[config.mk]
export PLATFORM = sky130hd
export DESIGN_NAME = seg7_scan_flat
export DESIGN_NICKNAME = d
export VERILOG_FILES = /design/src/rtl/seg7_pkg.sv /design/src/rtl/seg7_scan_if.sv /design/src/rtl/seg7_refresh_tick.sv /design/src/rtl/seg7_scan.sv /design/src/flat_wrapper.sv
export SDC_FILE = /design/constraint.sdc
export NUM_CORES = 1
export LEC_CHECK = 0
export ABC_AREA = 1
export BUFFER_PORTS_ARGS = -buffer_cell sky130_fd_sc_hd__buf_2
export CAP_MARGIN = 20
export CORE_MARGIN = 1.5
export CORE_UTILIZATION = 40
export CTS_CLUSTER_DIAMETER = 80
export DETAILED_ROUTE_END_ITERATION = 6
export GPL_TIMING_DRIVEN = 0
export SLEW_MARGIN = 5
export SYNTH_ARGS = -nofsm -noshare
export SYNTH_HDL_FRONTEND = slang
export SYNTH_HIERARCHICAL = 1
export SYNTH_SLANG_ARGS = --single-unit
export TNS_END_PERCENT = 100
[constraint.sdc]
create_clock -name clk -period 4.9 [get_ports clk]
set_clock_uncertainty 0.2 [all_clocks]
set_input_delay 0.98 -clock clk [delete_from_list [all_inputs] [get_ports clk]]
set_output_delay 0.98 -clock clk [all_outputs]
set_load 0.03 [all_outputs]
[src/rtl/seg7_pkg.sv]
// seg7_pkg: shared types and helpers for the multiplexed 7-segment scanner.
//   state_e  : per-slot phase, BLANK (all anodes off) then DRIVE
//   SEG_OFF  : inactive level for the active-low anode and decimal-point lines
//   clog2    : index/counter width helper (minimum 1 bit)
package seg7_pkg;

  typedef enum logic {
    BLANK = 1'b0,
    DRIVE = 1'b1
  } state_e;

  localparam logic SEG_OFF = 1'b1;

  // Smallest width able to hold 0..v-1; never returns 0.
  function automatic int unsigned clog2(input int unsigned v);
    int unsigned r;
    r = 0;
    for (int i = 0; i < 32; i++) begin
      if ((64'd1 << i) < 64'(v)) r = 32'(i) + 32'd1;
    end
    return (r == 0) ? 32'd1 : r;
  endfunction

endpackage

[src/rtl/seg7_scan_if.sv]
// seg7_scan_if: bus between a display client and the scanner.
//   master : drives value/load/dp_in/digit_en, observes display outputs
//   slave  : the scanner; drives nibble/an/dp/frame_done
//   value      4*N_DIGITS  hex value, digit 0 in value[3:0]
//   load       1           one-cycle capture strobe
//   dp_in      N_DIGITS    decimal point request per digit, active-high
//   digit_en   N_DIGITS    per-digit enable
//   nibble     4           digit code for the seg7 decoder
//   an         N_DIGITS    anode selects, active-low
//   dp         1           decimal point, active-low
//   frame_done 1           one-cycle pulse at each frame boundary
interface seg7_scan_if #(
  parameter int unsigned N_DIGITS = 8
);

  logic [4*N_DIGITS-1:0] value;
  logic                  load;
  logic [N_DIGITS-1:0]   dp_in;
  logic [N_DIGITS-1:0]   digit_en;
  logic [3:0]            nibble;
  logic [N_DIGITS-1:0]   an;
  logic                  dp;
  logic                  frame_done;

  modport master (
    output value, load, dp_in, digit_en,
    input  nibble, an, dp, frame_done
  );

  modport slave (
    input  value, load, dp_in, digit_en,
    output nibble, an, dp, frame_done
  );

endinterface

[src/rtl/seg7_refresh_tick.sv]
// seg7_refresh_tick: per-slot cycle counter for the display scanner.
//   clk, rst        clock and asynchronous active-high reset
//   o_slot_start_c  high in the last cycle of a slot; the following edge starts a new slot
//   o_blank_end_c   high in the last BLANK cycle; the following edge enters DRIVE
// Assumes 1 <= BLANK_CYC and REFRESH_DIV >= BLANK_CYC + 2.
module seg7_refresh_tick
  import seg7_pkg::*;
#(
  parameter int unsigned REFRESH_DIV = 100000,
  parameter int unsigned BLANK_CYC   = 16
) (
  input  logic clk,
  input  logic rst,
  output logic o_slot_start_c,
  output logic o_blank_end_c
);

  localparam int unsigned CNT_W = clog2(REFRESH_DIV);

  logic [CNT_W-1:0] r_cnt;

  // Slot counter 0..REFRESH_DIV-1, wrapping.
  always_ff @(posedge clk or posedge rst) begin
    if (rst) begin
      r_cnt <= '0;
    end else if (o_slot_start_c) begin
      r_cnt <= '0;
    end else begin
      r_cnt <= r_cnt + CNT_W'(1);
    end
  end

  assign o_slot_start_c = (r_cnt == CNT_W'(REFRESH_DIV - 1));
  assign o_blank_end_c  = (r_cnt == CNT_W'(BLANK_CYC - 1));

endmodule

[src/rtl/seg7_scan.sv]
// seg7_scan: time-multiplexed scanner for an N-digit common-anode 7-segment display.
//   clk, rst  clock and asynchronous active-high reset
//   bus       seg7_scan_if slave: value/load/dp_in/digit_en in; nibble/an/dp/frame_done out
// Each digit slot is BLANK_CYC cycles with all anodes off, then driven until the slot
// ends. Loaded values sit in a pending copy and reach the display copy only at a frame
// boundary, so a frame never mixes two values.
// Optional: SEG7_LZ_SUPPRESS_EN blanks digits above the most significant nonzero nibble
// of the displayed value (digit 0 always shown).
module seg7_scan
  import seg7_pkg::*;
#(
  parameter int unsigned N_DIGITS    = 8,
  parameter int unsigned REFRESH_DIV = 100000,
  parameter int unsigned BLANK_CYC   = 16
) (
  input  logic         clk,
  input  logic         rst,
  seg7_scan_if.slave   bus
);

  localparam int unsigned VAL_W = 4 * N_DIGITS;
  localparam int unsigned IDX_W = clog2(N_DIGITS);

  logic                w_slot_start;
  logic                w_blank_end;
  logic                w_frame_end;
  logic                w_show;

  state_e              r_state;
  state_e              w_state_nxt;
  logic [IDX_W-1:0]    r_idx;
  logic [IDX_W-1:0]    w_idx_nxt;

  logic [VAL_W-1:0]    r_pend_val;
  logic [N_DIGITS-1:0] r_pend_dp;
  logic [N_DIGITS-1:0] r_pend_en;
  logic [VAL_W-1:0]    r_disp_val;
  logic [N_DIGITS-1:0] r_disp_dp;
  logic [N_DIGITS-1:0] r_disp_en;
  logic [VAL_W-1:0]    w_disp_val_nxt;
  logic [N_DIGITS-1:0] w_disp_dp_nxt;
  logic [N_DIGITS-1:0] w_disp_en_nxt;

  logic [N_DIGITS-1:0] r_an;
  logic [N_DIGITS-1:0] w_an_nxt;
  logic                r_dp;
  logic                w_dp_nxt;
  logic [3:0]          r_nibble;
  logic [3:0]          w_nibble_nxt;
  logic                r_frame_done;

  seg7_refresh_tick #(
    .REFRESH_DIV (REFRESH_DIV),
    .BLANK_CYC   (BLANK_CYC)
  ) u_tick (
    .clk            (clk),
    .rst            (rst),
    .o_slot_start_c (w_slot_start),
    .o_blank_end_c  (w_blank_end)
  );

  assign w_frame_end = w_slot_start && (r_idx == IDX_W'(N_DIGITS - 1));

  // Pending copy: last load wins.
  always_ff @(posedge clk or posedge rst) begin
    if (rst) begin
      r_pend_val <= '0;
      r_pend_dp  <= '0;
      r_pend_en  <= '1;
    end else if (bus.load) begin
      r_pend_val <= bus.value;
      r_pend_dp  <= bus.dp_in;
      r_pend_en  <= bus.digit_en;
    end
  end

  // Display copy refreshes only at a frame boundary; a load in that cycle bypasses pending.
  always_comb begin
    w_disp_val_nxt = r_disp_val;
    w_disp_dp_nxt  = r_disp_dp;
    w_disp_en_nxt  = r_disp_en;
    if (w_frame_end) begin
      if (bus.load) begin
        w_disp_val_nxt = bus.value;
        w_disp_dp_nxt  = bus.dp_in;
        w_disp_en_nxt  = bus.digit_en;
      end else begin
        w_disp_val_nxt = r_pend_val;
        w_disp_dp_nxt  = r_pend_dp;
        w_disp_en_nxt  = r_pend_en;
      end
    end
  end

  always_ff @(posedge clk or posedge rst) begin
    if (rst) begin
      r_disp_val <= '0;
      r_disp_dp  <= '0;
      r_disp_en  <= '1;
    end else begin
      r_disp_val <= w_disp_val_nxt;
      r_disp_dp  <= w_disp_dp_nxt;
      r_disp_en  <= w_disp_en_nxt;
    end
  end

`ifdef SEG7_LZ_SUPPRESS_EN
  logic [IDX_W-1:0] w_msd;

  // Highest digit holding a nonzero nibble; 0 when the whole value is zero.
  always_comb begin
    w_msd = '0;
    for (int i = 1; i < N_DIGITS; i++) begin
      if (r_disp_val[4*i +: 4] != 4'h0) w_msd = IDX_W'(i);
    end
  end

  assign w_show = (r_idx <= w_msd);
`else
  assign w_show = 1'b1;
`endif

  // State, slot index and registered outputs.
  always_ff @(posedge clk or posedge rst) begin
    if (rst) begin
      r_state      <= BLANK;
      r_idx        <= '0;
      r_an         <= {N_DIGITS{SEG_OFF}};
      r_dp         <= SEG_OFF;
      r_nibble     <= 4'h0;
      r_frame_done <= 1'b0;
    end else begin
      r_state      <= w_state_nxt;
      r_idx        <= w_idx_nxt;
      r_an         <= w_an_nxt;
      r_dp         <= w_dp_nxt;
      r_nibble     <= w_nibble_nxt;
      r_frame_done <= w_frame_end;
    end
  end

  // Next state and next output values; outputs follow the state being entered.
  always_comb begin
    w_state_nxt  = r_state;
    w_idx_nxt    = r_idx;
    w_an_nxt     = {N_DIGITS{SEG_OFF}};
    w_dp_nxt     = SEG_OFF;
    w_nibble_nxt = r_nibble;

    if (w_slot_start) begin
      w_state_nxt = BLANK;
    end else begin
      case (r_state)
        BLANK:   if (w_blank_end) w_state_nxt = DRIVE;
        DRIVE:   w_state_nxt = DRIVE;
        default: w_state_nxt = BLANK;
      endcase
    end

    if (w_slot_start) begin
      w_idx_nxt = w_frame_end ? '0 : r_idx + IDX_W'(1);
      // Nibble is set once at slot start and held for the whole slot.
      for (int i = 0; i < N_DIGITS; i++) begin
        if (IDX_W'(i) == w_idx_nxt) w_nibble_nxt = w_disp_val_nxt[4*i +: 4];
      end
    end

    if (w_state_nxt == DRIVE && w_show) begin
      for (int i = 0; i < N_DIGITS; i++) begin
        if (IDX_W'(i) == r_idx) begin
          w_an_nxt[i] = ~r_disp_en[i];
          w_dp_nxt    = ~r_disp_dp[i];
        end
      end
    end
  end

  assign bus.an         = r_an;
  assign bus.dp         = r_dp;
  assign bus.nibble     = r_nibble;
  assign bus.frame_done = r_frame_done;

endmodule

[src/flat_wrapper.sv]
// flat-port wrapper written by rule: the top's interface ports become plain ports
module seg7_scan_flat import seg7_pkg::*;
#(
  parameter int unsigned N_DIGITS    = 8,
  parameter int unsigned REFRESH_DIV = 100000,
  parameter int unsigned BLANK_CYC   = 16
)
  (clk, rst, bus_value, bus_load, bus_dp_in, bus_digit_en, bus_nibble, bus_an, bus_dp, bus_frame_done);
  seg7_scan_if #(.N_DIGITS(N_DIGITS)) bus_i ();
  input  logic clk;
  input  logic rst;
  input wire logic [$bits(bus_i.value)-1:0] bus_value;
  input wire logic [$bits(bus_i.load)-1:0] bus_load;
  input wire logic [$bits(bus_i.dp_in)-1:0] bus_dp_in;
  input wire logic [$bits(bus_i.digit_en)-1:0] bus_digit_en;
  output wire logic [$bits(bus_i.nibble)-1:0] bus_nibble;
  output wire logic [$bits(bus_i.an)-1:0] bus_an;
  output wire logic [$bits(bus_i.dp)-1:0] bus_dp;
  output wire logic [$bits(bus_i.frame_done)-1:0] bus_frame_done;
  assign bus_i.value = bus_value;
  assign bus_i.load = bus_load;
  assign bus_i.dp_in = bus_dp_in;
  assign bus_i.digit_en = bus_digit_en;
  assign bus_nibble = bus_i.nibble;
  assign bus_an = bus_i.an;
  assign bus_dp = bus_i.dp;
  assign bus_frame_done = bus_i.frame_done;
  seg7_scan #(.N_DIGITS(N_DIGITS), .REFRESH_DIV(REFRESH_DIV), .BLANK_CYC(BLANK_CYC)) u_core (.clk(clk), .rst(rst), .bus(bus_i));
endmodule
==> flow_summary.toml, run 1 <==
[sta]
setup_viol = 0
slew_headroom = 0.565
slew_violations = 0
period_needed_ps = 2820
fmax_mhz = 354
worst-slew-pin-transition_ps = 651
rsz0062_at_grt = "false"
fin_crit_sh = 0.576
hold_violations = 0
worst_slack_ps = 2080

[clocking]
cts_buffer_depth = 2
postCtsSetupRepairBufs = 0
clk_latency_ps = 420
htreeDepth = 4
numCtsBuffers = 17
postCtsHoldBufs = 0
cts_tree = "yes"
path_clk_slew_ps = 60
cts.sinks = 131
cts-root-buf = "clkbuf_16"
ctsResizeCount = 0

[place]
gp_congestion = 0.846
hpwl_um = 9530
place_inst = 942
io_buffers = 64
post-place-ws_ps = 2080
postPlaceCellArea_um2 = 6480

[routing]
route.detailed.vias_per_inst = 4.79
avgRoutedWirePerCell_um = 13.7
met1_length_um = 6440
drt_iter0_drc = 353
top_layer = "met4"
wl_met3_um = 510
wl_met2_um = 6130
remaining_drc_errors = 0
drt_wl_total_um = 13300
first_pass_iters = 5
routed-via-count = 4667
ant_nets = 0

[die]
initial_utilization = 0.407
die_height_um = 124
core_um2 = 14500
die_area_um2 = 15500
fp-row-count = 44
io_pins = 65
die_w_um = 124

[setup_path]
path_class = "flip-flop to flip-flop"
path_delay_family = "simple AND/OR/NAND/NOR gates"
crit_slowest_cell = "dfrtp_1"
r2r-start = "u_core/u_tick/r_cnt[0]$_DFF_PP0_"
crit_buf_inv = 3
critPathRequiredTime_ps = 5010
startpoint = "u_core/u_tick/r_cnt[0]$_DFF_PP0_"
path_common_cell = "nand2_1"
path_cells = "ha_1, nand2_1, nor2_1, nand3_1, clkinv_2, nand2_1, nand2_1, inv_2, nor2_2, inv_1, nor2_1, nor2_1, nand2_1, nand2_1, nand2_1, nand2_1, nand2_1, nand2_1"
crit_fanout = 9
critPathArrivalTime_ps = 2930
critPathLaunchType = "flip-flop"
cp-end-kind = "flip-flop"
critPathMaxStageDelay_ps = 360

[synth]
yosys_warnings = 6
synth_nets = 751
synth_edf_count = 0
synth_top_family_by_area = "simple AND/OR/NAND/NOR gates"
synth_top_area_frac = 0.450
synth-simple-area-share = 0.248
netlist_top_cells_area = "dfrtp_1 (45%), nand2_1 (15%), dfstp_2 (11%), inv_1 (5.0%), nor2_1 (3.6%)"
synth-seq-cells = 131
synth-xor-area-share = 0.00743
synth_compound_area_frac = 0.0927
synthFlopType = "dfrtp_1"
yosysMostFrequentCell = "nand2_1"
synthCells = 693
async_flop_share = 1.00
synth_area_leader_cell = "dfrtp_1"
syn-cell-area_um2 = 5900
muxShareOfSynthArea = 0
synth_commonest_cells = "nand2_1 (235), dfrtp_1 (106), inv_1 (78)"
syn_avg_cell_area_um2 = 8.51
synth_cell_types = 36
yosysSeqAreaShare = 0.561
synth_fa_ha_area_frac = 0.0149

[final_layout]
fin_area_um2 = 7060
fin_cells = 974
antenna_cells = 0
drive_gt1_frac = 0.206
areaGrowthSynthToFinish_pct = 19.8
fin_nets = 835
multi_input_area_um2 = 2140
seqCellArea_um2 = 3310
fillers = 1391

[pwr]
power_density_nw_per_um2 = 350
leakagePower_nw = 3.55
irDropWorstVdd_v = 0.000216
power.total_w = 0.00248

[grt]
grt_max_degree = 81
antenna_found_initial = 0
grt_usage = 0.188
grt_pass1_wl_um = 22900
grt-ovfl-total = 0
grt_pass1_vias = 4719

[min_path]
min-delay-start = "u_core/u_tick/r_cnt[0]$_DFF_PP0_"
hp-class = "flip-flop to flip-flop"

[outcome]
status = "finished, final reports clean"

[flow_run]
drv_cap = 0
==> metal layers <==
metal  global-route usage  vias up
li1                     -     2337
met4               0.0751        0
met5                    0        -
met3               0.0468       22
met2                0.294       99
met1                0.251     2209
==> kinds of logic after synthesis <==
group,after synthesis
AOI/OAI and AO/OA,90
xor gates and xnor gates,5
adders and majority gates,7
buffers and inverters,105
DFF,131
and+or+nand+nor,355
==> path summary, 6_finish.rpt <==
kind / end / slack (ps) / cells after the start
worst min-delay path: u_core/u_tick/r_cnt[0]$_DFF_PP0_ / 260 / 1
worst max register to register: u_core/bus.nibble[3]$_DFFE_PP0P_ / 2080 / 18
min in group asynchronous: u_core/r_pend_val[29]$_DFF_PP0_ / 350 / 2
worst max-delay path: u_core/bus.nibble[3]$_DFFE_PP0P_ / 2080 / 18
max in group asynchronous: u_core/r_pend_en[6]$_DFF_PP1_ / 3430 / 3
worst min register to register: u_core/u_tick/r_cnt[0]$_DFF_PP0_ / 260 / 1
==> through the flow <==
| step | util | setup TNS, ps | hold slack [ps] |
|---|---|---|---|
| 2_1_floorplan | - | 0 | 231 |
| 3_3_place_gp | 0.445 | -42220 | 244 |
| 3_5_place_dp | 0.447 | 0 | 252 |
| 4_1_cts | 0.488 | 0 | 259 |
| 5_1_grt | 0.488 | 0 | 284 |
| 6_report | 0.488 | 0 | 258 |
==> sequential cells by signal, indices dropped and copies added (netlist names) <==
name                   flops
u_core/bus.an              8
u_core/bus.dp              1
u_core/bus.frame_done      1
u_core/bus.nibble          4
u_core/r_disp_dp           8
u_core/r_disp_en           8
u_core/r_disp_val         32
u_core/r_idx               3
u_core/r_pend_dp           8
u_core/r_pend_en           8
u_core/r_pend_val         32
u_core/r_state             1
u_core/u_tick/r_cnt       17
==> power breakdown <==
group          internal, W  switching (W)  total [W]
registers          0.00112     0.00000850    0.00113
logic            0.0000372      0.0000752   0.000112
clock network     0.000750       0.000483    0.00123
total              0.00191       0.000566    0.00248
==> cell usage in the layout, fill, tap and decap left out, types with 3 or more instances in the layout <==
cell type   netlist  final
or2_0             6      6
o21ai_1          17     17
clkbuf_16         0     17
a31oi_4           3      3
a21oi_1          14     14
clkbuf_1          4      4
xor2_1            3      3
o21bai_1          4      4
clkinvlp_4        0      5
clkinv_4          0      4
or2_2             7      7
inv_6             1      4
inv_1            78     77
nand2_1         235    235
ha_1              7      7
dfstp_2          25     25
a31oi_1          16     16
nand3_1          30     30
dfrtp_1         106    106
or2_1             5      5
buf_2            11     75
o21a_1            4      4
nor2_1           56     56
o21ai_0          30     30
nor2_2            5      5
nand4_1           7      7
clkinv_2          1      3
==> area by class of cell <==
type | instances | share of cell area
Clock inverter | 15 | 0.0227
Clock buffer | 17 | 0.0602
Buffer | 22 | 0.0184
Inverter | 83 | 0.0457
Tap cell | 184 | 0.0326
Sequential cell | 131 | 0.468
Timing Repair Buffer | 65 | 0.0492
Multi-Input combinational cell | 457 | 0.303
No activity file was read; power rests on OpenSTA's default activity.
==> inputs of run 2 (changes only) <==
- clock period: 4.9 -> 2.45 ns (I/O delays scaled with it)
==> flow_summary.toml, run 2 (synthesis results as in run 1) <==
[outcome]
status = "finished, final reports clean"

[clocking]
cts.sinks = 131
path_clk_slew_ps = 60
clk_latency_ps = 420
cts-root-buf = "clkbuf_16"
htreeDepth = 4
numCtsBuffers = 17
cts_buffer_depth = 2
cts_tree = "yes"

[place]
hpwl_um = 9810
gp_congestion = 0.842
io_buffers = 64

[sta]
period_needed_ps = 2410
hold_violations = 0
slew_violations = 0
slew_headroom = 0.571
rsz0062_at_grt = "true"
setup_viol = 0
fin_crit_sh = 0.985
worst-slew-pin-transition_ps = 643
fmax_mhz = 415
hold_ws_ps = 91.9

[setup_path]
r2r-start = "u_core/u_tick/r_cnt[5]$_DFF_PP0_"
rrSetupSlack_ps = 40
critPathRequiredTime_ps = 2560
cp-end-kind = "flip-flop"
r2r-end = "u_core/bus.nibble[0]$_DFFE_PP0P_"
path_class = "flip-flop to flip-flop"
critPathLaunchType = "flip-flop"
crit_fanout = 10
r2r_cells = 18
critPathArrivalTime_ps = 2530

[final_layout]
fin_nets = 857
areaGrowthSynthToFinish_pct = 25.5
drive_gt1_frac = 0.255
final_cell_mix = "nand2_1 (228), dfrtp_1 (105), inv_1 (76)"
reg_top3 = "u_core/r_disp_val x32, u_core/r_pend_val x32, u_core/u_tick/r_cnt x17"
antenna_cells = 0
layout_commonest_cell = "nand2_1"

[pwr]
irDropWorstVdd_v = 0.000437
power.total_w = 0.00488
power_density_nw_per_um2 = 660
leakagePower_nw = 3.71

[min_path]
hp-class = "primary input to flip-flop"
min-delay-start = "bus_digit_en[2]"
holdPathStages = 3
worstHoldEndpoint = "u_core/r_pend_en[2]$_DFF_PP1_"

[grt]
grt_pass1_vias = 4746
grt-ovfl-total = 0
grt_max_degree = 39
antenna_found_initial = 0
grt_usage = 0.189
grt_pass1_wl_um = 23300

[routing]
remaining_drc_errors = 0
avgRoutedWirePerCell_um = 14.1
first_pass_iters = 5
routed-via-count = 4828
drt_wl_total_um = 14100
route.detailed.vias_per_inst = 4.85
ant_nets = 0
drt_iter0_drc = 299

[die]
fp-row-count = 44
io_pins = 65
core_um2 = 14500
die_w_um = 124
die_area_um2 = 15500
initial_utilization = 0.407
die_height_um = 124

[flow_run]
drv_cap = 0
==> run 2: area by class of cell <==
type / instances / area [um2]
plain buffers: 22 / 154
clock buffers: 20 / 457
clock inverters: 12 / 109
fillers: 1397 / 7080
inverters: 83 / 337
multi-input cells: 457 / 2240
flip-flops and latches: 131 / 3310
well taps: 184 / 230
repair buffers: 86 / 551
repair inverters: 1 / 8.76
==> run 2: worst max path at each step <==
stage,startpoint,slack (ps),cells past startpoint,to
after global placement,rst,-330,2,u_core/r_pend_dp[3]$_DFF_PP0_
after CTS,u_core/u_tick/r_cnt[8]$_DFF_PP0_,0.5,19,u_core/bus.nibble[0]$_DFFE_PP0P_
final,u_core/u_tick/r_cnt[5]$_DFF_PP0_,40,18,u_core/bus.nibble[0]$_DFFE_PP0P_
after detailed placement,u_core/u_tick/r_cnt[0]$_DFF_PP0_,-360,18,u_core/bus.nibble[3]$_DFFE_PP0P_
after global routing,u_core/u_tick/r_cnt[0]$_DFF_PP0_,-120,19,u_core/bus.nibble[0]$_DFFE_PP0P_
after floorplan,u_core/u_tick/r_cnt[0]$_DFF_PP0_,120,17,u_core/bus.nibble[1]$_DFFE_PP0P_
==> run 2: what timing repair did <==
item / in CTS / in global routing
gates resized for setup: 22 / 25
pin swaps: 3 / 8
cloned: 0 / 2
hold buffers: 1 / 0
setup buffers: 12 / 5
hold endpoints to repair: 22 / 0
setup endpoints to repair: 30 / 25
==> run 2: critical path, cell delays in order (launching register included) <==
cell and delay [ps]:
dfrtp_1 400, nor2_1 160, nand2_2 110, nor2_4 120, nand3_4 100, clkinv_4 80
nand2_4 60, buf_12 150, buf_4 180, nand2_1 70, nand2_1 70, a21oi_2 140
o21ai_2 70, nand2_1 60, nand2_1 40, nand3_1 70, nand3_1 80, nand2_1 90
nand2_1 50
==> run 2: power by group <==
part	internal, W	switching (W)	leakage (nW)
Combinational	0.0000818	0.000152	2.02
Sequential	0.00224	0.0000179	1.42
Clock	0.00144	0.000944	0.264
==> run 2: routing by layer <==
metal / vias to the layer above / GRT usage / wire, um
li1: 2381 / - / -
met3: 25 / 0.0442 / 634
met1: 2305 / 0.259 / 6750
met5: - / 0 / 0
met2: 117 / 0.292 / 6450
met4: 0 / 0.0751 / 253
==> run 2: stage by stage <==
stage / setup slack (ps) / setup TNS [ps] / instance area, um2 / util / std cells
final: 37.7 / 0 / 7400 / 0.511 / 996
after global routing: -115 / -465 / 7400 / 0.511 / 996
after CTS: 0.521 / 0 / 7250 / 0.501 / 989
after detailed placement: -360 / -5280 / 6520 / 0.450 / 944
after global placement: -331 / -33050 / 6450 / 0.445 / 941
after floorplan: 118 / 0 / 5900 / - / 693
